`config.mk`:
```
export PLATFORM = sky130hd
export DESIGN_NAME = ex_stage
export DESIGN_NICKNAME = d
export VERILOG_FILES = /design/src/rtl/ex_stage.sv
export SDC_FILE = /design/constraint.sdc
export NUM_CORES = 1
export LEC_CHECK = 0
export ABC_AREA = 1
export BUFFER_PORTS_ARGS = -buffer_cell sky130_fd_sc_hd__buf_2
export CORE_UTILIZATION = 30
export CTS_CLUSTER_SIZE = 16
export DETAILED_ROUTE_END_ITERATION = 10
export SLEW_MARGIN = 20
export SYNTH_ARGS = -nofsm -noshare
export SYNTH_HDL_FRONTEND = slang
export SYNTH_SLANG_ARGS = --single-unit
```
`constraint.sdc`:
```
create_clock -name clk -period 7.24 [get_ports clk]
set_input_delay 1.448 -clock clk [delete_from_list [all_inputs] [get_ports clk]]
set_output_delay 1.448 -clock clk [all_outputs]
set_load 0.02 [all_outputs]
```
`src/rtl/ex_stage.sv`:
```
// Execute stage: single-cycle ALU, 32-step iterative multiply/divide unit and the EX/MEM
// pipeline register feeding mem_stage.
module ex_stage #(
  parameter int          DATA_W  = 32,
  parameter int          ADDR_W  = 30,
  parameter int          MD_CYC  = 32,
  parameter logic [2:0]  EXP_OVF = 3'h2
) (
  input  logic              clk,
  input  logic              reset,
  input  logic              Stall,
  input  logic              Flush,
  input  logic              IDEn,
  input  logic [ADDR_W-1:0] IDPC,
  input  logic [3:0]        IDALUOp,
  input  logic [DATA_W-1:0] IDALUIn0,
  input  logic [DATA_W-1:0] IDALUIn1,
  input  logic              IDBrFlag,
  input  logic [1:0]        IDMemOp,
  input  logic [DATA_W-1:0] IDMemWrData,
  input  logic [1:0]        IDCtrlOp,
  input  logic [4:0]        IDDstAddr,
  input  logic              IDGPRWE_,
  input  logic [2:0]        IDExpCode,
  output logic [DATA_W-1:0] EXFwdData,
  output logic              Busy,
  output logic              EXEn,
  output logic [ADDR_W-1:0] EXPC,
  output logic              EXBrFlag,
  output logic [1:0]        EXMemOp,
  output logic [DATA_W-1:0] EXMemWrData,
  output logic [1:0]        EXCtrlOp,
  output logic [4:0]        EXDstAddr,
  output logic              EXGPRWE_,
  output logic [2:0]        EXExpCode,
  output logic [DATA_W-1:0] EXOut
);

  localparam int CNT_W = $clog2(MD_CYC);
  localparam int SH_W  = $clog2(DATA_W);

  localparam logic [3:0] OP_PASS = 4'd0;
  localparam logic [3:0] OP_AND  = 4'd1;
  localparam logic [3:0] OP_OR   = 4'd2;
  localparam logic [3:0] OP_XOR  = 4'd3;
  localparam logic [3:0] OP_ADDS = 4'd4;
  localparam logic [3:0] OP_ADDU = 4'd5;
  localparam logic [3:0] OP_SUBS = 4'd6;
  localparam logic [3:0] OP_SUBU = 4'd7;
  localparam logic [3:0] OP_SHRL = 4'd8;
  localparam logic [3:0] OP_SHLL = 4'd9;
  localparam logic [3:0] OP_MULU = 4'd10;
  localparam logic [3:0] OP_DIVU = 4'd11;
  localparam logic [3:0] OP_REMU = 4'd12;

  typedef enum logic [1:0] {S_IDLE, S_RUN, S_DONE} state_t;

  state_t            state, state_nxt;
  logic              busy_int;
  logic              is_md;
  logic [DATA_W-1:0] alu_res;
  logic              ovf;
  logic [DATA_W-1:0] sum, diff;
  logic [DATA_W-1:0] result;

  logic [3:0]        md_op;
  logic [CNT_W-1:0]  cnt;
  logic [DATA_W-1:0] md_a;    // multiplicand (shifted left) or divisor
  logic [DATA_W-1:0] md_b;    // multiplier (shifted right) or dividend/quotient
  logic [DATA_W-1:0] md_acc;  // product accumulator or partial remainder
  logic [DATA_W-1:0] md_res;
  logic [DATA_W:0]   rem_sh;
  logic              rem_ge;

  // ALU
  always_comb begin
    alu_res = '0;
    ovf     = 1'b0;
    sum     = IDALUIn0 + IDALUIn1;
    diff    = IDALUIn0 - IDALUIn1;
    case (IDALUOp)
      OP_PASS: alu_res = IDALUIn0;
      OP_AND:  alu_res = IDALUIn0 & IDALUIn1;
      OP_OR:   alu_res = IDALUIn0 | IDALUIn1;
      OP_XOR:  alu_res = IDALUIn0 ^ IDALUIn1;
      OP_ADDS: begin
        alu_res = sum;
        ovf     = (IDALUIn0[DATA_W-1] == IDALUIn1[DATA_W-1]) &&
                  (sum[DATA_W-1] != IDALUIn0[DATA_W-1]);
      end
      OP_ADDU: alu_res = sum;
      OP_SUBS: begin
        alu_res = diff;
        ovf     = (IDALUIn0[DATA_W-1] != IDALUIn1[DATA_W-1]) &&
                  (diff[DATA_W-1] != IDALUIn0[DATA_W-1]);
      end
      OP_SUBU: alu_res = diff;
      OP_SHRL: alu_res = IDALUIn0 >> IDALUIn1[SH_W-1:0];
      OP_SHLL: alu_res = IDALUIn0 << IDALUIn1[SH_W-1:0];
      default: alu_res = '0;
    endcase
  end

  assign is_md = IDEn && ((IDALUOp == OP_MULU) || (IDALUOp == OP_DIVU) ||
                          (IDALUOp == OP_REMU));

  // Mul/div FSM
  always_ff @(posedge clk or posedge reset) begin
    if (reset) state <= S_IDLE;
    else       state <= state_nxt;
  end

  always_comb begin
    state_nxt = state;
    busy_int  = 1'b0;
    case (state)
      S_IDLE: begin
        if (is_md) begin
          busy_int  = 1'b1;
          state_nxt = S_RUN;
        end
      end
      S_RUN: begin
        busy_int = 1'b1;
        if (cnt == '0) state_nxt = S_DONE;
      end
      S_DONE: begin
        if (!Stall) state_nxt = S_IDLE;
      end
      default: state_nxt = S_IDLE;
    endcase
    if (Flush) state_nxt = S_IDLE;
  end

  // Reset must drop Busy at once even while a mul/div op still sits on the ID inputs.
  assign Busy = busy_int && !reset;

  // Restoring division step: shift next dividend bit into the partial remainder.
  assign rem_sh = {md_acc, md_b[DATA_W-1]};
  assign rem_ge = rem_sh >= {1'b0, md_a};

  always_ff @(posedge clk or posedge reset) begin
    if (reset) begin
      md_op  <= OP_PASS;
      cnt    <= '0;
      md_a   <= '0;
      md_b   <= '0;
      md_acc <= '0;
    end else begin
      case (state)
        S_IDLE: begin
          if (is_md) begin
            md_op  <= IDALUOp;
            cnt    <= CNT_W'(MD_CYC - 1);
            md_acc <= '0;
            if (IDALUOp == OP_MULU) begin
              md_a <= IDALUIn0;
              md_b <= IDALUIn1;
            end else begin
              md_a <= IDALUIn1;
              md_b <= IDALUIn0;
            end
          end
        end
        S_RUN: begin
          cnt <= cnt - 1'b1;
          if (md_op == OP_MULU) begin
            if (md_b[0]) md_acc <= md_acc + md_a;
            md_a <= md_a << 1;
            md_b <= md_b >> 1;
          end else begin
            md_b <= {md_b[DATA_W-2:0], rem_ge};
            if (rem_ge) md_acc <= rem_sh[DATA_W-1:0] - md_a;
            else        md_acc <= rem_sh[DATA_W-1:0];
          end
        end
        default: ;
      endcase
    end
  end

  always_comb begin
    case (md_op)
      OP_MULU: md_res = md_acc;
      OP_DIVU: md_res = md_b;
      OP_REMU: md_res = md_acc;
      default: md_res = '0;
    endcase
  end

  assign result    = (state == S_DONE) ? md_res : alu_res;
  assign EXFwdData = result;

  // EX/MEM register
  always_ff @(posedge clk or posedge reset) begin
    if (reset) begin
      EXEn        <= 1'b0;
      EXPC        <= '0;
      EXBrFlag    <= 1'b0;
      EXMemOp     <= '0;
      EXMemWrData <= '0;
      EXCtrlOp    <= '0;
      EXDstAddr   <= '0;
      EXGPRWE_    <= 1'b1;
      EXExpCode   <= '0;
      EXOut       <= '0;
    end else if (Flush) begin
      EXEn        <= 1'b0;
      EXPC        <= '0;
      EXBrFlag    <= 1'b0;
      EXMemOp     <= '0;
      EXMemWrData <= '0;
      EXCtrlOp    <= '0;
      EXDstAddr   <= '0;
      EXGPRWE_    <= 1'b1;
      EXExpCode   <= '0;
      EXOut       <= '0;
    end else if (!Stall && !busy_int) begin
      EXEn        <= IDEn;
      EXPC        <= IDPC;
      EXBrFlag    <= IDBrFlag;
      EXMemWrData <= IDMemWrData;
      EXDstAddr   <= IDDstAddr;
      EXOut       <= result;
      EXCtrlOp    <= IDEn ? IDCtrlOp : 2'd0;
      if (!IDEn) begin
        EXGPRWE_  <= 1'b1;
        EXMemOp   <= '0;
        EXExpCode <= IDExpCode;
      end else if (IDExpCode != 3'd0) begin
        EXGPRWE_  <= IDGPRWE_;
        EXMemOp   <= IDMemOp;
        EXExpCode <= IDExpCode;
      end else if (ovf && (state != S_DONE)) begin
        EXGPRWE_  <= 1'b1;
        EXMemOp   <= '0;
        EXExpCode <= EXP_OVF;
      end else begin
        EXGPRWE_  <= IDGPRWE_;
        EXMemOp   <= IDMemOp;
        EXExpCode <= 3'd0;
      end
    end
  end

endmodule

```
==> impl_metrics.py <==
metrics = {
    "cts": {
        "post-cts-setup-buffers": 0,
        "cts-root-buf": "clkbuf_16",
        "cts.sinks": 216,
        "path_clk_slew_ns": 0.06,
        "cts_resized": 0,
        "cts_htree_levels": 1,
        "cts_buffer_depth": 3,
        "clkLatencyLatePin_ns": 0.57,
        "cts_tree": "built",
        "cts_made_buffers": 26,
        "postCtsHoldBufs": 0,
    },
    "place": {
        "placed_cell_area_mm2": 0.0269,
        "gp_congestion": 1.06,
        "dp_hpwl_um": 104000,
        "numPortBuffers": 290,
    },
    "yosys": {
        "synth.yosys.warnings": 0,
        "ys_types": 56,
        "async_reset_ff_share_pct": 100,
        "synthAdderAreaFrac_pct": 8.71,
        "synthMuxAreaShare_pct": 0,
        "synth_edf_count": 0,
        "synth_area_leaders": "dfrtp_1, nand2_1, nand3_1",
        "yosysSeqAreaShare_pct": 22.0,
        "synth-compound-area-share_pct": 18.8,
        "synth_top_family_by_area": "simple AND/OR/NAND/NOR gates",
        "syn_nets": 4376,
        "synth_seq_cells": 216,
        "netlist_instances": 4058,
        "synth_top_cell_by_area": "dfrtp_1",
        "syn_avg_cell_area_um2": 6.07,
        "synth_xor_area_share_pct": 1.10,
        "synth_top_area_share_pct": 21.9,
        "syn-cell-area_mm2": 0.0246,
        "yosys.area_share.simple_pct": 37.8,
        "ys.flop_type": "dfrtp_1",
    },
    "layout": {
        "multi_input_area_mm2": 0.0164,
        "area_growth_pct": 13.0,
        "seq_area_mm2": 0.00541,
        "drive_gt1_share_pct": 10.4,
        "fin_area_mm2": 0.0278,
        "fillers": 9012,
        "final_nets": 4558,
    },
    "drt": {
        "first_pass_iters": 9,
        "wl_per_cell_um": 24.2,
        "vias_per_cell": 5.51,
        "routed_wl_um": 129000,
        "route.vias.total": 29299,
        "drt_iter0_drc": 3410,
        "drc": 10,
        "postRouteAntennaNets": 0,
    },
    "die": {
        "die_h_um": 288,
        "die_x_um": 288,
        "io_pins": 291,
        "dieArea_mm2": 0.0832,
        "coreArea_mm2": 0.0808,
        "start_util_pct": 30.5,
        "rows": 104,
    },
    "power": {
        "p_per_area_mw_per_mm2": 374,
        "p_leak_uw": 0.0148,
        "ir_drop_mv": 0.192,
    },
    "sta": {
        "period_needed_ns": 6.18,
        "rsz0062_at_grt": "false",
        "fin_tns_setup_ns": 0,
        "max_freq_mhz": 162,
        "finalCritPeriodShare_pct": 85.3,
        "slew-limit-headroom_pct": 27.2,
        "finalSetupViolations": 0,
        "worst_pin_slew_ns": 1.08,
        "clock_skew_ns": 0.0386,
        "finalHoldViolCount": 0,
        "drv_slew": 0,
    },
    "setup_path": {
        "cp_common_cell": "nand2_1",
        "max_stage_delay_ns": 0.63,
        "cp.arrival_ns": 4.73,
        "start_kind": "primary input",
        "crit_path_end_kind": "output port",
        "critical_path.max_fanout": 72,
        "crit_buf_inv": 4,
        "crit_type": "in -> out",
        "crit_family": "simple AND/OR/NAND/NOR gates",
        "cp.required_ns": 5.79,
        "slowest_stage": "buf_4",
        "path_cells": "buf_2 > inv_2 > buf_4 > ha_1 > nand2_1 > nand3_1 > nor3_1 > nor2_1 > nand2_1 > nor3_1 > nand3_1 > nand2_1 > nand2_1 > buf_2",
    },
    "global_route": {
        "grt_pass1_vias": 26885,
        "antenna_found_initial": 4,
        "grt_pass1_wl_um": 184000,
        "grt-ovfl-total": 0,
        "grt_max_degree": 119,
        "grt.total_usage_pct": 29.8,
    },
    "job": {
        "cap_violations": 0,
    },
    "run_status": {
        "status": "finished with violations",
        "failed_checks": "design-rule violations",
    },
    "min_path": {
        "min_path_type": "reg -> reg",
    },
}
-- kinds of logic after synthesis --
logic type	Yosys count
simple gates	2171
compound gates	765
buf+inv	706
flops	216
fa+ha+maj	169
xor+xnor	31
-- registers in the layout, summed over array words and instances, names as in the netlist, 3 cells and up --
name / count
EXExpCode: 3
md_op: 4
EXOut: 32
md_a: 32
EXDstAddr: 5
EXMemWrData: 32
md_acc: 32
md_b: 32
EXPC: 30
cnt: 5
-- area by class of cell --
class	instances	area share (%)
Timing Repair Buffer	340	6.66
Inverter	520	7.04
Sequential cell	216	19.4
Clock buffer	33	2.51
Multi-Input combinational cell	3136	58.9
Antenna cell	1	0.00900
Tap cell	1060	4.77
Clock inverter	14	0.684
-- synthesized netlist by cell type (all sizes together), types with 10 or more instances --
master and n:
and3 12, nor3 38, clkbuf 70, nand3 502, nand2 1195, a21oi 187
inv 518, a21o 11, dfrtp 215, nor2 330, nor4 10, a22o 71
nand4 54, and2 18, ha 165, xor2 23, buf 116, o211ai 88
o21ai 285, o21bai 16, o22ai 64
-- placed cells by master (no fill, tap or decap), drive strengths merged, types with 5 or more instances in the layout --
cell type  count
dfrtp        215
xor2          23
o221ai         8
xnor2          8
nand4         54
nor2         330
and2          18
a21oi        187
ha           165
a31oi          8
clkbuf        33
a22o          71
o21ai        285
nand3b         8
o22ai         64
nor3          38
o2111ai        5
buf          340
nor4          10
nand2       1195
nand3        502
and3          12
inv          518
o21bai        16
o21a           8
a21o          11
o211ai        88
clkinv         9
-- through the flow --
stage / total power (uW) / setup WS (ns) / std cells / utilization [%] / hold slack, ns
2_1_floorplan: 6600 / 2.04 / 4058 / - / 0.453
3_3_place_gp: 8850 / 1.17 / 5272 / 33.3 / 0.455
3_5_place_dp: 8850 / 1.17 / 5272 / 33.3 / 0.460
6_report: 10400 / 1.06 / 5320 / 34.4 / 0.474
4_1_cts: 10300 / 1.17 / 5319 / 34.4 / 0.473
5_1_grt: 11100 / 1.03 / 5319 / 34.4 / 0.495
-- worst min-delay path, delay by kind of cell, from the launching register on --
kind             cells  cell delay, ns
AND/OR/NAND/NOR      2            0.11
flip-flops           1            0.34
-- power breakdown --
group | switching [uW] | internal (uW) | total, uW
logic | 4980 | 2060 | 7040
clock network | 552 | 826 | 1380
registers | 381 | 1610 | 1990
total | 5910 | 4490 | 10400
-- per-layer routing --
| metal | vias to the layer above | GRT usage, % | routed length [um] |
|---|---|---|---|
| li1 | 13793 | - | - |
| met1 | 13871 | 39.5 | 54200 |
| met2 | 1374 | 47.1 | 57600 |
| met3 | 255 | 3.93 | 9420 |
| met4 | 6 | 15.2 | 7700 |
| met5 | - | 0 | 39 |
-- path summary, 6_finish.rpt --
check	from	slack [ns]	cells past startpoint	end
setup / recovery	IDALUIn1[2]	1.06	14	EXFwdData[4]
hold / removal	EXOut[12]$_DFFE_PP0P_	0.47	2	EXOut[12]$_DFFE_PP0P_
setup reg to reg	state[0]$_DFFE_PP0P_	3.86	8	md_b[2]$_DFFE_PP0P_
hold reg to reg	EXOut[12]$_DFFE_PP0P_	0.47	2	EXOut[12]$_DFFE_PP0P_
max in group asynchronous	reset	4.83	3	md_acc[24]$_DFFE_PP0P_
min in group asynchronous	reset	0.98	2	EXPC[26]$_DFFE_PP0P_
Power figures use the tool's default switching activity.
